$ cat config.mk
export PLATFORM = sky130hd
export DESIGN_NAME = muldiv_unit_flat
export DESIGN_NICKNAME = d
export VERILOG_FILES = /design/src/rtl/muldiv_unit_if.sv /design/src/rtl/muldiv_unit.sv /design/src/flat_wrapper.sv
export SDC_FILE = /design/constraint.sdc
export NUM_CORES = 1
export LEC_CHECK = 0
export CORE_MARGIN = 3
export CORE_UTILIZATION = 40
export DETAILED_ROUTE_END_ITERATION = 12
export HOLD_SLACK_MARGIN = 0.08
export PLACE_DENSITY_LB_ADDON = 0.05
export SLEW_MARGIN = 20
export SYNTH_ARGS = -nofsm -noshare
export SYNTH_HDL_FRONTEND = slang
export SYNTH_SLANG_ARGS = --single-unit
export TNS_END_PERCENT = 5
$ cat constraint.sdc
create_clock -name clk -period 6.7 [get_ports clk]
set_clock_uncertainty 0.2 [all_clocks]
set_input_delay 1.005 -clock clk [delete_from_list [all_inputs] [get_ports clk]]
set_output_delay 1.005 -clock clk [all_outputs]
set_load 0.03 [all_outputs]
$ cat src/rtl/muldiv_unit_if.sv
// rtl/muldiv_unit_if.sv - start/busy/done handshake bundle between the decoder and the RV32M multiply/divide unit
interface muldiv_unit_if #(
  parameter int XLEN = 32
);
  logic            start;
  logic [2:0]      op;
  logic [XLEN-1:0] rs1;
  logic [XLEN-1:0] rs2;
  logic            busy;
  logic            done;
  logic [XLEN-1:0] result;

  modport master (
    output start, op, rs1, rs2,
    input  busy, done, result
  );

  modport slave (
    input  start, op, rs1, rs2,
    output busy, done, result
  );
endinterface

$ cat src/rtl/muldiv_unit.sv
// rtl/muldiv_unit.sv - iterative RV32M multiply/divide unit; MULDIV_EARLY_OUT_EN enables single-cycle special cases
module muldiv_unit #(
  parameter int XLEN = 32
) (
  input logic          clk,
  input logic          rst_n,
  muldiv_unit_if.slave bus
);

`ifdef MULDIV_EARLY_OUT_EN
  localparam bit EARLY_OUT = 1'b1;
`else
  localparam bit EARLY_OUT = 1'b0;
`endif

  localparam logic [XLEN-1:0] MIN_NEG = {1'b1, {(XLEN-1){1'b0}}};

  typedef enum logic [1:0] {IDLE, CALC, DONE} state_t;

  state_t            state;
  logic [4:0]        count;
  logic [2*XLEN-1:0] acc;
  logic [XLEN-1:0]   a_q;          // multiplicand, or divisor magnitude
  logic [XLEN-1:0]   b_q;          // multiplier shifting right, or dividend shifting left
  logic [2:0]        op_q;
  logic              neg_q;        // sign to apply to the selected result
  logic              special_q;
  logic [XLEN-1:0]   special_val;
  logic              busy_q;
  logic              done_q;
  logic [XLEN-1:0]   result_q;

  logic              a_signed, b_signed, a_neg, b_neg, is_div;
  logic              div_zero, div_ovf, special_hit, neg_in;
  logic [XLEN-1:0]   a_abs, b_abs, special_in;

  // Launch decode: operand magnitudes, result sign and special-case detection
  always_comb begin
    is_div   = bus.op[2];
    a_signed = !(bus.op == 3'b011 || bus.op == 3'b101 || bus.op == 3'b111);
    b_signed = !(bus.op == 3'b010 || bus.op == 3'b011 || bus.op == 3'b101 || bus.op == 3'b111);
    a_neg    = a_signed & bus.rs1[XLEN-1];
    b_neg    = b_signed & bus.rs2[XLEN-1];
    a_abs    = a_neg ? (~bus.rs1 + 1'b1) : bus.rs1;
    b_abs    = b_neg ? (~bus.rs2 + 1'b1) : bus.rs2;
    // REM follows the dividend sign; DIV and the multiplies follow the sign product
    neg_in   = (bus.op[2] & bus.op[1]) ? a_neg : (a_neg ^ b_neg);
    div_zero = is_div && (bus.rs2 == '0);
    div_ovf  = is_div && !bus.op[0] && (bus.rs1 == MIN_NEG) && (bus.rs2 == '1);
    special_hit = div_zero | div_ovf;
    if (div_zero)
      special_in = bus.op[1] ? bus.rs1 : '1;
    else
      special_in = bus.op[1] ? '0 : MIN_NEG;
`ifdef MULDIV_EARLY_OUT_EN
    // A zero multiply operand yields zero; only worth flagging when it saves cycles
    if (!is_div && (bus.rs1 == '0 || bus.rs2 == '0)) begin
      special_hit = 1'b1;
      special_in  = '0;
    end
`endif
  end

  logic [XLEN:0]     mul_sum, rem_ext;
  logic              rem_ge;
  logic [XLEN-1:0]   rem_sub;
  logic [2*XLEN-1:0] acc_next, prod;
  logic [XLEN-1:0]   quo, rem, final_val;

  // One iteration of shift-add multiply or restoring divide, plus final sign fix-up
  always_comb begin
    mul_sum = {1'b0, acc[2*XLEN-1:XLEN]} + (b_q[0] ? {1'b0, a_q} : {(XLEN+1){1'b0}});
    // Remainder can reach 2*divisor-1 after the shift, so compare at XLEN+1 bits
    rem_ext = {acc[2*XLEN-1:XLEN], b_q[XLEN-1]};
    rem_ge  = rem_ext >= {1'b0, a_q};
    rem_sub = rem_ext[XLEN-1:0] - a_q;
    if (op_q[2])
      acc_next = {(rem_ge ? rem_sub : rem_ext[XLEN-1:0]), acc[XLEN-2:0], rem_ge};
    else
      acc_next = {mul_sum, acc[XLEN-1:1]};
    prod = neg_q ? (~acc_next + 1'b1) : acc_next;
    quo  = acc_next[XLEN-1:0];
    rem  = acc_next[2*XLEN-1:XLEN];
    if (special_q)
      final_val = special_val;
    else if (op_q[2])
      final_val = op_q[1] ? (neg_q ? (~rem + 1'b1) : rem) : (neg_q ? (~quo + 1'b1) : quo);
    else if (op_q[1:0] == 2'b00)
      final_val = prod[XLEN-1:0];
    else
      final_val = prod[2*XLEN-1:XLEN];
  end

  // Control FSM with registered busy/done/result
  always_ff @(posedge clk or negedge rst_n) begin
    if (!rst_n) begin
      state       <= IDLE;
      count       <= '0;
      acc         <= '0;
      a_q         <= '0;
      b_q         <= '0;
      op_q        <= '0;
      neg_q       <= 1'b0;
      special_q   <= 1'b0;
      special_val <= '0;
      busy_q      <= 1'b0;
      done_q      <= 1'b0;
      result_q    <= '0;
    end else begin
      case (state)
        IDLE, DONE: begin
          done_q <= 1'b0;
          if (bus.start) begin
            op_q        <= bus.op;
            neg_q       <= neg_in;
            special_q   <= special_hit;
            special_val <= special_in;
            acc         <= '0;
            a_q         <= is_div ? b_abs : a_abs;
            b_q         <= is_div ? a_abs : b_abs;
            state       <= CALC;
            // Early-out passes through CALC for one cycle with busy held low
            if (EARLY_OUT && special_hit) begin
              count  <= 5'd0;
              busy_q <= 1'b0;
            end else begin
              count  <= 5'd31;
              busy_q <= 1'b1;
            end
          end else begin
            state <= IDLE;
          end
        end
        CALC: begin
          acc   <= acc_next;
          b_q   <= op_q[2] ? (b_q << 1) : (b_q >> 1);
          count <= count - 5'd1;
          if (count == 5'd0) begin
            state    <= DONE;
            busy_q   <= 1'b0;
            done_q   <= 1'b1;
            result_q <= final_val;
          end
        end
        default: state <= IDLE;
      endcase
    end
  end

  assign bus.busy   = busy_q;
  assign bus.done   = done_q;
  assign bus.result = result_q;

endmodule

$ cat src/flat_wrapper.sv
// flat-port wrapper written by rule: the top's interface ports become plain ports
module muldiv_unit_flat 
#(
  parameter int XLEN = 32
)
  (clk, rst_n, bus_start, bus_op, bus_rs1, bus_rs2, bus_busy, bus_done, bus_result);
  muldiv_unit_if #(.XLEN(XLEN)) bus_i ();
  input logic clk;
  input logic rst_n;
  input wire logic [$bits(bus_i.start)-1:0] bus_start;
  input wire logic [$bits(bus_i.op)-1:0] bus_op;
  input wire logic [$bits(bus_i.rs1)-1:0] bus_rs1;
  input wire logic [$bits(bus_i.rs2)-1:0] bus_rs2;
  output wire logic [$bits(bus_i.busy)-1:0] bus_busy;
  output wire logic [$bits(bus_i.done)-1:0] bus_done;
  output wire logic [$bits(bus_i.result)-1:0] bus_result;
  assign bus_i.start = bus_start;
  assign bus_i.op = bus_op;
  assign bus_i.rs1 = bus_rs1;
  assign bus_i.rs2 = bus_rs2;
  assign bus_busy = bus_i.busy;
  assign bus_done = bus_i.done;
  assign bus_result = bus_i.result;
  muldiv_unit #(.XLEN(XLEN)) u_core (.clk(clk), .rst_n(rst_n), .bus(bus_i));
endmodule
# Word-level counts from Yosys, hierarchy flattened

Cells that the tools add are included.
Widths: inputs -> output; s select.

Memory bits (writable): 0
Latch bits: 0
ROM bits: 0
Memories kept: 0
Register bits: 206
Output and inout port bits: 34

Shift-type cells: 0
Add/sub/neg operators: 8
Div/mod/pow operators: 0
Magnitude comparators: 1
Reductions and logical operators: 23
Bitwise gates (word level): 10
Eq/ne operators: 10
Multiplexer cells: 33
Multipliers: 0

Operators with widths:

| operator              | number |
|---|---|
| $mux 32               | 17 |
| $mux 64               | 3 |
| $add 32x1->32 const B | 4 |
| $not 32->32           | 4 |
| $pmux 64 s2           | 1 |
| $add 64x1->64 const B | 1 |
| $eq 32x32->1 const B  | 2 |
| $not 64->64           | 1 |
| $pmux 32 s2           | 1 |
| $add 32x33->33        | 1 |
| $ge 33x32->1          | 1 |
| $logic_not 32->1      | 1 |
| $sub 32x32->32        | 1 |
| $pmux 5 s2            | 1 |
| $reduce_and 2->1      | 4 |
| $eq 3x2->1 const B    | 2 |
| $eq 3x3->1 const B    | 2 |
| $logic_not 5->1       | 1 |
| $logic_or 1x1->1      | 5 |
| $mux 1                | 5 |
| $mux 5                | 1 |
| $sub 5x1->5 const B   | 1 |
| $logic_and 1x1->1     | 4 |
| $logic_not 2->1       | 2 |
| 14 further kinds      | 19 |

# Logic depth before layout (Yosys ltp)

Word-level depth: 10
Gate-level depth with buffers: 23

# Least setup slack after synthesis

Ideal clock, no wire load.

Path kind: register to register
Start: register u_core.acc[61]
End: register u_core.result_q[14], in the netlist u_core.bus.result[14]
Arrival time: 4.551 ns
Cell stages (with the launch flop): 19
Path buffers: 2
Setup time: 0.142 ns
Setup slack: 1.807 ns
Path through: dfrtp_1 > ha_1 > a21o_1 > a211o_1 > a211oi_2 > a21oi_2 > nor3_4 > buf_2 > buf_2 > mux2_2 > mux2i_1 > ha_1 > o221ai_1 > o31ai_2 > o21a_1 > nand2_1 > xor2_1 > a21oi_1 > a21oi_1

Word-level cells in the longest chain between the ends: 9
Elaborated cells between the ends (all ways): 16
Classes of those cells: add/sub: 3; order compare: 1; mux: 9; bitwise: 3

RTL lines:

| item                                           | line                                 | source |
|---|---|---|
| start, declared                                | muldiv_unit.sv:22                    | `logic [2*XLEN-1:0] acc;` |
| start signal, assigned                         | muldiv_unit.sv:135                   | `acc <= acc_next;` |
| $ge 33x32->1 *                                 | muldiv_unit.sv:75                    | `rem_ge = rem_ext >= {1'b0, a_q};` |
| $mux 32                                        | muldiv_unit.sv:78                    | `acc_next = {(rem_ge ? rem_sub : rem_ext[XLEN-1:0]), acc[XLEN-2:0], rem_ge};` |
| $mux 64 *                                      | muldiv_unit.sv:77                    | `if (op_q[2])` |
| $not 64->64 or $not 32->32 (tied branches)     | muldiv_unit.sv:81, muldiv_unit.sv:87 |  |
| $add 64x1->64 or $add 32x1->32 (tied branches) | muldiv_unit.sv:81, muldiv_unit.sv:87 |  |
| $mux 64 or $mux 32 (tied branches)             | muldiv_unit.sv:81, muldiv_unit.sv:87 |  |
| $mux 32 (on tied branches)                     | muldiv_unit.sv:88, muldiv_unit.sv:87 |  |
| $mux 32 *                                      | muldiv_unit.sv:86                    | `else if (op_q[2])` |
| $mux 32 *                                      | muldiv_unit.sv:84                    | `if (special_q)` |
| end signal, assigned                           | muldiv_unit.sv:142                   | `result_q <= final_val;` |
| end, declared                                  | muldiv_unit.sv:31                    | `logic [XLEN-1:0] result_q;` |

Every way passes the cells marked *; elsewhere a longest branch is shown, timed or not.
A chain may end at the register's enable or synchronous reset.

# Worst setup path in the final report

Start: register u_core.b_q[0]
End: register u_core.result_q[30], in the netlist u_core.bus.result[30]

Word-level cells in the longest chain between the ends: 9
Elaborated cells between the ends (all ways): 13
Classes of those cells: add/sub: 3; mux: 8; bitwise: 2

RTL lines:

| item                                           | line                                 | source |
|---|---|---|
| start, declared                                | muldiv_unit.sv:24                    | `logic [XLEN-1:0] b_q;` |
| start signal, assigned                         | muldiv_unit.sv:120                   | `b_q <= is_div ? a_abs : b_abs;` |
| start signal, assigned                         | muldiv_unit.sv:136                   | `b_q <= op_q[2] ? (b_q << 1) : (b_q >> 1);` |
| $mux 32 *                                      | muldiv_unit.sv:72                    | `mul_sum = {1'b0, acc[2*XLEN-1:XLEN]} + (b_q[0] ? {1'b0, a_q} : {(XLEN+1){1'b0}});` |
| $add 32x33->33 *                               | muldiv_unit.sv:72                    |  |
| $mux 64 *                                      | muldiv_unit.sv:77                    |  |
| $not 64->64 or $not 32->32 (tied branches)     | muldiv_unit.sv:81, muldiv_unit.sv:87 |  |
| $add 64x1->64 or $add 32x1->32 (tied branches) | muldiv_unit.sv:81, muldiv_unit.sv:87 |  |
| $mux 64 or $mux 32 (tied branches)             | muldiv_unit.sv:81, muldiv_unit.sv:87 |  |
| $mux 32 (on tied branches)                     | muldiv_unit.sv:88, muldiv_unit.sv:87 |  |
| $mux 32 *                                      | muldiv_unit.sv:86                    |  |
| $mux 32 *                                      | muldiv_unit.sv:84                    |  |

Marked as above.

==> report_table.html <==
<table>
<tr><th>Metric</th><th>Value</th></tr>
<tr><th colspan="2">Run status</th></tr>
<tr><td>Status</td><td>finished, final reports clean</td></tr>
<tr><th colspan="2">Synthesis</th></tr>
<tr><td>Synth Area in Simple Gates</td><td>0.225</td></tr>
<tr><td>Post-synthesis instance total</td><td>2451</td></tr>
<tr><td>Largest cells by area after synthesis</td><td>dfrtp_1 28%, nand2_1 7.5%, o21ai_0 6.6%, a21oi_1 5.0%, ha_1 4.8%</td></tr>
<tr><td>Share of cell area taken by muxes after synthesis</td><td>0.0467</td></tr>
<tr><td>Post-synth net total</td><td>2594</td></tr>
<tr><td>Post-synth top flop</td><td>dfrtp_1</td></tr>
<tr><td>Register bit total from synthesis</td><td>206</td></tr>
<tr><td>Dominant cell type by area after synthesis</td><td>dfrtp_1</td></tr>
<tr><td>Share of the synthesized area in the top cell type</td><td>0.276</td></tr>
<tr><td>Number of synthesized flops with an enable pin</td><td>0</td></tr>
<tr><td>Netlist area before placement</td><td>18700 um2</td></tr>
<tr><td>Synthesized-area fraction occupied by xor and xnor cells</td><td>0.0779</td></tr>
<tr><td>Adder-cell area share of the yosys netlist</td><td>0.0497</td></tr>
<tr><td>Number of unique standard cell types used by synthesis</td><td>99</td></tr>
<tr><td>Largest family of logic cells by synthesized area</td><td>compound AO/OA/AOI/OAI gates</td></tr>
<tr><td>Top cells by instance count after synthesis</td><td>372 x nand2_1, 245 x o21ai_0, 206 x dfrtp_1</td></tr>
<tr><td>Async SR Flop Fraction</td><td>1.00</td></tr>
<tr><td>Yosys Warn Count</td><td>0</td></tr>
<tr><td>Area fraction in compound gates after synthesis</td><td>0.273</td></tr>
<tr><td>Library cell with the highest instance count after synthesis</td><td>nand2_1</td></tr>
<tr><td>Seq/Total Area, Yosys</td><td>0.276</td></tr>
<tr><td>Syn avg cell area</td><td>7.62 um2</td></tr>
<tr><th colspan="2">GRT</th></tr>
<tr><td>Vias in the first global route</td><td>18.1k</td></tr>
<tr><td>GRT Overall Usage</td><td>0.301</td></tr>
<tr><td>Number of antenna violations at the first check in global routing</td><td>3</td></tr>
<tr><td>Global route total overflow</td><td>0</td></tr>
<tr><td>Maximum number of pins on one net before global-route repair</td><td>124</td></tr>
<tr><td>Wire length of the first global-routing pass</td><td>115000 um</td></tr>
<tr><th colspan="2">Placement</th></tr>
<tr><td>Placed Instances</td><td>3032</td></tr>
<tr><td>Setup slack at placement</td><td>0.753 ns</td></tr>
<tr><td>Count of input and output buffers</td><td>103</td></tr>
<tr><td>Hpwl dp</td><td>57800 um</td></tr>
<tr><td>Routability Congestion</td><td>0.960</td></tr>
<tr><th colspan="2">Cells and area</th></tr>
<tr><td>Fill cell count</td><td>4649</td></tr>
<tr><td>Final standard cell utilization of the core</td><td>0.462</td></tr>
<tr><td>Number of non-filler instances in the completed layout</td><td>3085</td></tr>
<tr><td>Area growth from synthesis to final layout</td><td>13.1%</td></tr>
<tr><td>FF/Latch Area</td><td>5160 um2</td></tr>
<tr><td>Multi-input logic area</td><td>12600 um2</td></tr>
<tr><td>Number of nets in the layout</td><td>2605</td></tr>
<tr><td>Share of final-layout standard cells stronger than drive strength 1</td><td>0.0592</td></tr>
<tr><th colspan="2">Routing</th></tr>
<tr><td>First-iteration detailed-routing DRC count</td><td>2043</td></tr>
<tr><td>1st-pass router iterations</td><td>6</td></tr>
<tr><td>Total vias in the final route</td><td>19.1k</td></tr>
<tr><td>Average routed wire per standard cell</td><td>24.9 um</td></tr>
<tr><td>Via density per instance</td><td>6.20</td></tr>
<tr><td>Post-route ant nets</td><td>0</td></tr>
<tr><td>Post-route DRC</td><td>0</td></tr>
<tr><td>Overall routed net length</td><td>76800 um</td></tr>
<tr><th colspan="2">Timing</th></tr>
<tr><td>Number of hold-slack violations in the final timing report</td><td>0</td></tr>
<tr><td>Final Max Tran Viols</td><td>0</td></tr>
<tr><td>Setup TNS Final</td><td>0 ns</td></tr>
<tr><td>Setup violation total in the final timing report</td><td>0</td></tr>
<tr><td>Max Fclk</td><td>166 MHz</td></tr>
<tr><td>Unrepaired setup endpoints after global routing</td><td>no</td></tr>
<tr><td>Worst slew margin relative to its limit</td><td>0.288</td></tr>
<tr><td>Share of the clock period used by the worst path after layout</td><td>0.899</td></tr>
<tr><td>Min Tclk post-route</td><td>6.02 ns</td></tr>
<tr><td>Setup ws final</td><td>0.677 ns</td></tr>
<tr><td>Slew @ Worst Pin</td><td>1.07 ns</td></tr>
<tr><td>Worst Hold Margin</td><td>0.168 ns</td></tr>
<tr><th colspan="2">Run</th></tr>
<tr><td>Reported max-cap violation count</td><td>0</td></tr>
<tr><th colspan="2">Critical path</th></tr>
<tr><td>Largest fanout on the critical path</td><td>34</td></tr>
<tr><td>Crit end category</td><td>flop</td></tr>
<tr><td>Type of the setup path with the least slack</td><td>reg -&gt; reg</td></tr>
<tr><td>Type of origin of the critical path</td><td>flop</td></tr>
<tr><td>R2r startpoint</td><td>u_core.b_q[0]</td></tr>
<tr><td>Critical path data arrival time</td><td>6.31 ns</td></tr>
<tr><td>Critical path origin</td><td>u_core.b_q[0]</td></tr>
<tr><td>Required @ worst endpoint</td><td>6.99 ns</td></tr>
<tr><th colspan="2">Clocking</th></tr>
<tr><td>Number of buffers created by CTS</td><td>28</td></tr>
<tr><td>CTS Root Cell</td><td>clkbuf_16</td></tr>
<tr><td>Number of sinks on the clock net</td><td>206</td></tr>
<tr><td>PostCTS Resize Cnt</td><td>0</td></tr>
<tr><td>Number of buffers inserted for hold repair after clock tree synthesis</td><td>0</td></tr>
<tr><td>CTS tree</td><td>done</td></tr>
<tr><td>Post-CTS setup-driven buffer insertion count</td><td>0</td></tr>
<tr><td>Source-to-sink clock delay at the later pin of the worst-skew pair</td><td>0.61 ns</td></tr>
<tr><td>Number of buffers on the longest clock path</td><td>3</td></tr>
<tr><td>CTS HTree Levels</td><td>1</td></tr>
<tr><td>Clock-pin transition on the worst setup and hold timing paths</td><td>0.06 ns</td></tr>
<tr><th colspan="2">Floorplanning</th></tr>
<tr><td>Die H</td><td>222 um</td></tr>
<tr><td>Starting density of the core</td><td>0.408</td></tr>
<tr><td>Rows</td><td>78</td></tr>
<tr><td>Core region area</td><td>45800 um2</td></tr>
<tr><td>DIE WIDTH</td><td>222 um</td></tr>
<tr><td>Die area</td><td>49300 um2</td></tr>
<tr><td>Number of top-level pins</td><td>104</td></tr>
<tr><th colspan="2">Min path</th></tr>
<tr><td>Hold crit path type</td><td>in -&gt; async</td></tr>
<tr><th colspan="2">Power and ir drop</th></tr>
<tr><td>Worst ir drop on vdd</td><td>0.315 mV</td></tr>
<tr><td>Leakage component of the power</td><td>8.56 nW</td></tr>
<tr><td>Total power divided by cell area</td><td>616 nW/um2</td></tr>
</table>
-- report_power, final --
| group | internal, mW | total (mW) | leakage (nW) | switching (mW) |
|---|---|---|---|---|
| Combinational | 3.18 | 8.96 | 5.48 | 5.77 |
| Clock | 0.950 | 1.62 | 0.460 | 0.673 |
| Sequential | 1.73 | 2.42 | 2.61 | 0.694 |
-- path summary, 6_finish.rpt --
kind                                     endpoint  slack (ns)  depth (start not counted)
max reg2reg                 u_core.bus.result[30]        0.68                         17
min in group clk           u_core.special_val[19]        0.27                          2
max                         u_core.bus.result[30]        0.68                         17
min                                u_core.a_q[27]        0.17                          1
min reg2reg                u_core.special_val[19]        0.27                          2
max in group asynchronous          u_core.op_q[2]        4.86                          2
-- cells by family (layout without fill, tap and decap cells) --
kind of cell / after synthesis / count (layout)
flip-flops: 206 / 206
buffers and inverters: 240 / 273
multiplexers: 86 / 86
AND/OR/NAND/NOR: 884 / 884
adder cells (fa/ha/maj): 73 / 73
other: 0 / 1
XOR/XNOR: 166 / 166
AO/OA/AOI/OAI: 796 / 796
-- metal layers --
| metal | global-route usage | vias up | part of all wire |
|---|---|---|---|
| met5 | 0 | - | 0.00017 |
| met1 | 0.428 | 9352 | 0.45 |
| met2 | 0.479 | 695 | 0.45 |
| met4 | 0.0947 | 2 | 0.034 |
| met3 | 0.0323 | 126 | 0.061 |
| li1 | - | 8939 | - |
-- cell type report --
type | count | area share
Clock buffer | 33 | 0.0350
Tap cell | 600 | 0.0355
Antenna cell | 1 | 0.000118
Inverter | 78 | 0.0139
Sequential cell | 206 | 0.244
Clock inverter | 19 | 0.0114
Timing Repair Buffer | 143 | 0.0643
Multi-Input combinational cell | 2005 | 0.595
-- worst max-delay path, cell delays in order, from the launching register on --
cell and delay (ns):
dfrtp_1 0.95, and2_1 0.25, ha_1 0.22, inv_1 0.07, fa_1 0.39, nand2b_1 0.18
a21o_1 0.18, a21oi_1 0.44, a221oi_2 0.18, o21ai_1 0.25, a21boi_0 0.12, o31ai_1 0.55
and4bb_1 0.37, nand4_1 0.46, o41ai_2 0.65, a31oi_1 0.13, o21ai_0 0.24, a21oi_1 0.10
-- flip-flops by register name (all words and copies together), names as in the netlist, 2 cells and up --
signal              cells
u_core.special_val     32
u_core.acc             64
u_core.b_q             32
u_core.a_q             32
u_core.count            5
u_core.bus.result      32
u_core.op_q             3
u_core.state            2
-- metrics by stage --
stage	power [mW]	instance area (um2)
global route	13.9	21100
finish	13.0	21100
floorplan	8.27	18700
detailed placement	11.2	20100
CTS	12.9	21100
global placement	11.2	20100
-- cells in the final DEF, fill, tap and decap left out, types with 41 or more instances in the layout --
master / netlist / routed
and2_1: 41 / 41
inv_1: 76 / 76
nor3_1: 61 / 61
clkdlybuf4s50_1: 0 / 101
nor2_1: 167 / 166
dfrtp_1: 206 / 204
nand3_1: 42 / 42
mux2i_1: 77 / 77
xor2_1: 71 / 71
a21oi_1: 185 / 185
o21ai_0: 245 / 245
nand2_1: 372 / 372
o31ai_1: 57 / 57
ha_1: 71 / 71
xnor2_1: 95 / 95
Power figures use the tool's default switching activity.
==> RTL change (same settings) <==
Build with the macro `MULDIV_EARLY_OUT_EN` defined.
--- a/src/rtl/muldiv_unit.sv
+++ b/src/rtl/muldiv_unit.sv
@@ -1,4 +1,6 @@
 // rtl/muldiv_unit.sv - iterative RV32M multiply/divide unit; MULDIV_EARLY_OUT_EN enables single-cycle special cases
+`define MULDIV_EARLY_OUT_EN
+
 module muldiv_unit #(
   parameter int XLEN = 32
 ) (
Function: changed (a bounded check fails within 4 cycles, from zero or initial values and one cycle with rst_n low).
==> RTL change against the original RTL <==
Synthesized area increased by 1.1%. Sequential cell count unchanged. Die area increased by 1.0%. Cell area increased by 1.8%. Sequential share of layout area decreased by 0.44 points. Critical path depth unchanged. Via count increased by 3.6%. Worst setup slack got worse by 140 ps. Routed wire length increased by 6.3%. First-iteration DRC count increased by 18%. Critical path type unchanged. Largest cell class unchanged. Highest routed layer unchanged.
Power is not shown: default switching activity piles up to over one toggle a cycle in this logic, so the estimate is an artifact.
==> RTL change: results (changes against the original RTL) <==
* Largest register FFs at 64 (unchanged)
* Vias per inst at 6.330 (was 6.196)
* Most instantiated cells after synthesis: nand2_1 (322), o21ai_0 (278), a21oi_1 (212), dfrtp_1 (206), nor2_1 (157) (was nand2_1 (372), o21ai_0 (245), dfrtp_1 (206), a21oi_1 (185), nor2_1 (167))
* Top cells by area, synth: dfrtp_1 (27%), o21ai_0 (7.4%), nand2_1 (6.4%) (was dfrtp_1 (28%), nand2_1 (7.5%), o21ai_0 (6.6%))
* Slew HR at 29.48% (was 28.83%)
* Placed Instances at 3,075 (was 3,032)
* Final wirelength at 81,690 um (was 76,840 um)
* Post-synth top flop: dfrtp_1 (unchanged)
* Gpl congestion at 0.9923 (was 0.9599)
* Placed Area at 20,430 um2 (was 20,140 um2)
* Hpwl dp at 61,300 um (was 57,790 um)
* Port-buffer cells at 103 (unchanged)
* Synth cell types at 93 (was 99)
* FILL cells at 4,617 (was 4,649)
* Reg clk slew, reported paths at 60 ps (about the same)
* Crit-path max FO at 14 (was 34)
* Critical Path AT at 6470 ps (was 6310 ps)
* DRT iter0 DRCs at 2,410 (was 2,043)
* Clock latency on the worst-skew pair at 590 ps (was 610 ps)
* Max cap viols at 0 (unchanged)
* Largest Register: u_core.acc (unchanged)
* Synthesized area per cell at 7.607 um2 (was 7.618 um2)
* First-pass GRT wire length at 121,200 um (was 115,300 um)
* Clock buffer depth at 3 (unchanged)
* Root Buffer: clkbuf_16 (unchanged)
* Total Routing Usage GR at 31.47% (was 30.07%)
* PostCTS Resize Cnt at 0 (unchanged)
* CTS buffer count at 28 (unchanged)
* Initial antenna violation count at 6 (was 3)
* Share of layout cells above drive strength 1 at 6.809% (was 5.918%)
* Seq/Total Area, Yosys at 27.31% (was 27.61%)
* DR vias at 19,799 (was 19,114)
* Vias in the first global route at 18,552 (was 18,071)
* HP Class: reg -> reg (was in -> async)
* Status: finished, final reports clean (unchanged)
* Largest net degree at the start of global routing at 110 (was 124)
* H-tree depth at 1 (unchanged)
* Async set-reset flop share out of synthesis at 100.0% (unchanged)
* Post-synth net total at 2,624 (was 2,594)
## RTL change: cell types whose count changed after synthesis, sizes merged, moves of 10 or more
cell,before,now
a21oi,188,212
a22o,14,25
buf,48,35
mux2,9,29
mux2i,77,54
nand2,373,323
nor2,167,157
o21ai,248,281
o221ai,40,10
o22ai,14,40
o31ai,58,33
or3,19,30
## RTL change: per-stage QoR
step	utilization, %	hold WS [ps]	setup slack [ps]
final	46.79	270.6	540.7
after global routing	46.78	293.8	264.3
after global placement	44.44	260.4	839.7
after CTS	46.78	277.1	691.1
after detailed placement	44.44	264.5	671.5
after floorplan	-	242.3	1910
## RTL change: logic make-up (layout without fill, tap and decap cells)
kind of cell	Yosys count	count (layout)	synth area share [%]
fa+ha+maj	73	73	4.919
flops	206	206	27.31
other cells	0	2	0
mux	84	84	4.714
buf+inv	236	281	4.846
simple gates	862	862	22.21
xor+xnor	159	159	7.379
compound gates	861	861	28.62
## RTL change: worst max-delay path: stages, from the launching register on
cell,delay (ps)
dfrtp_1,430
ha_1,530
nand4_1,340
or4_1,560
or4_1,440
and3_1,460
a31oi_1,430
inv_1,190
ha_1,260
o2111ai_1,210
nor3_1,120
nand3b_1,460
o21ai_0,220
xnor2_1,190
nor2_1,50
a2111oi_0,760
a21oi_1,60
o21ai_0,170
## RTL change: layout make-up
type | instances | area share (%)
repair buffers | 147 | 6.399
diodes | 2 | 0.02327
inverters | 83 | 1.448
multi-input cells | 2039 | 59.65
clock buffers | 34 | 3.502
flip-flops and latches | 206 | 23.99
well taps | 600 | 3.490
clock inverters | 17 | 1.495
## RTL change: worst paths after layout
kind,start,end,slack (ps),cells past startpoint
worst max register to register,u_core.acc[49],u_core.bus.result[4],540,17
min in group asynchronous,rst_n,u_core.a_q[15],310,1
worst max-delay path,u_core.acc[49],u_core.bus.result[4],540,17
worst min register to register,u_core.special_val[29],u_core.special_val[29],270,2
worst min-delay path,u_core.special_val[29],u_core.special_val[29],270,2
max in group asynchronous,rst_n,u_core.neg_q,4820,2
## RTL change: per-layer routing
layer | vias to the layer above | wire (um) | global-route usage (%)
met4 | 4 | 3537 | 11.22
met5 | - | 31 | 0
met1 | 9560 | 35940 | 44.83
li1 | 9113 | - | -
met3 | 156 | 7237 | 5.776
met2 | 966 | 34940 | 47.68
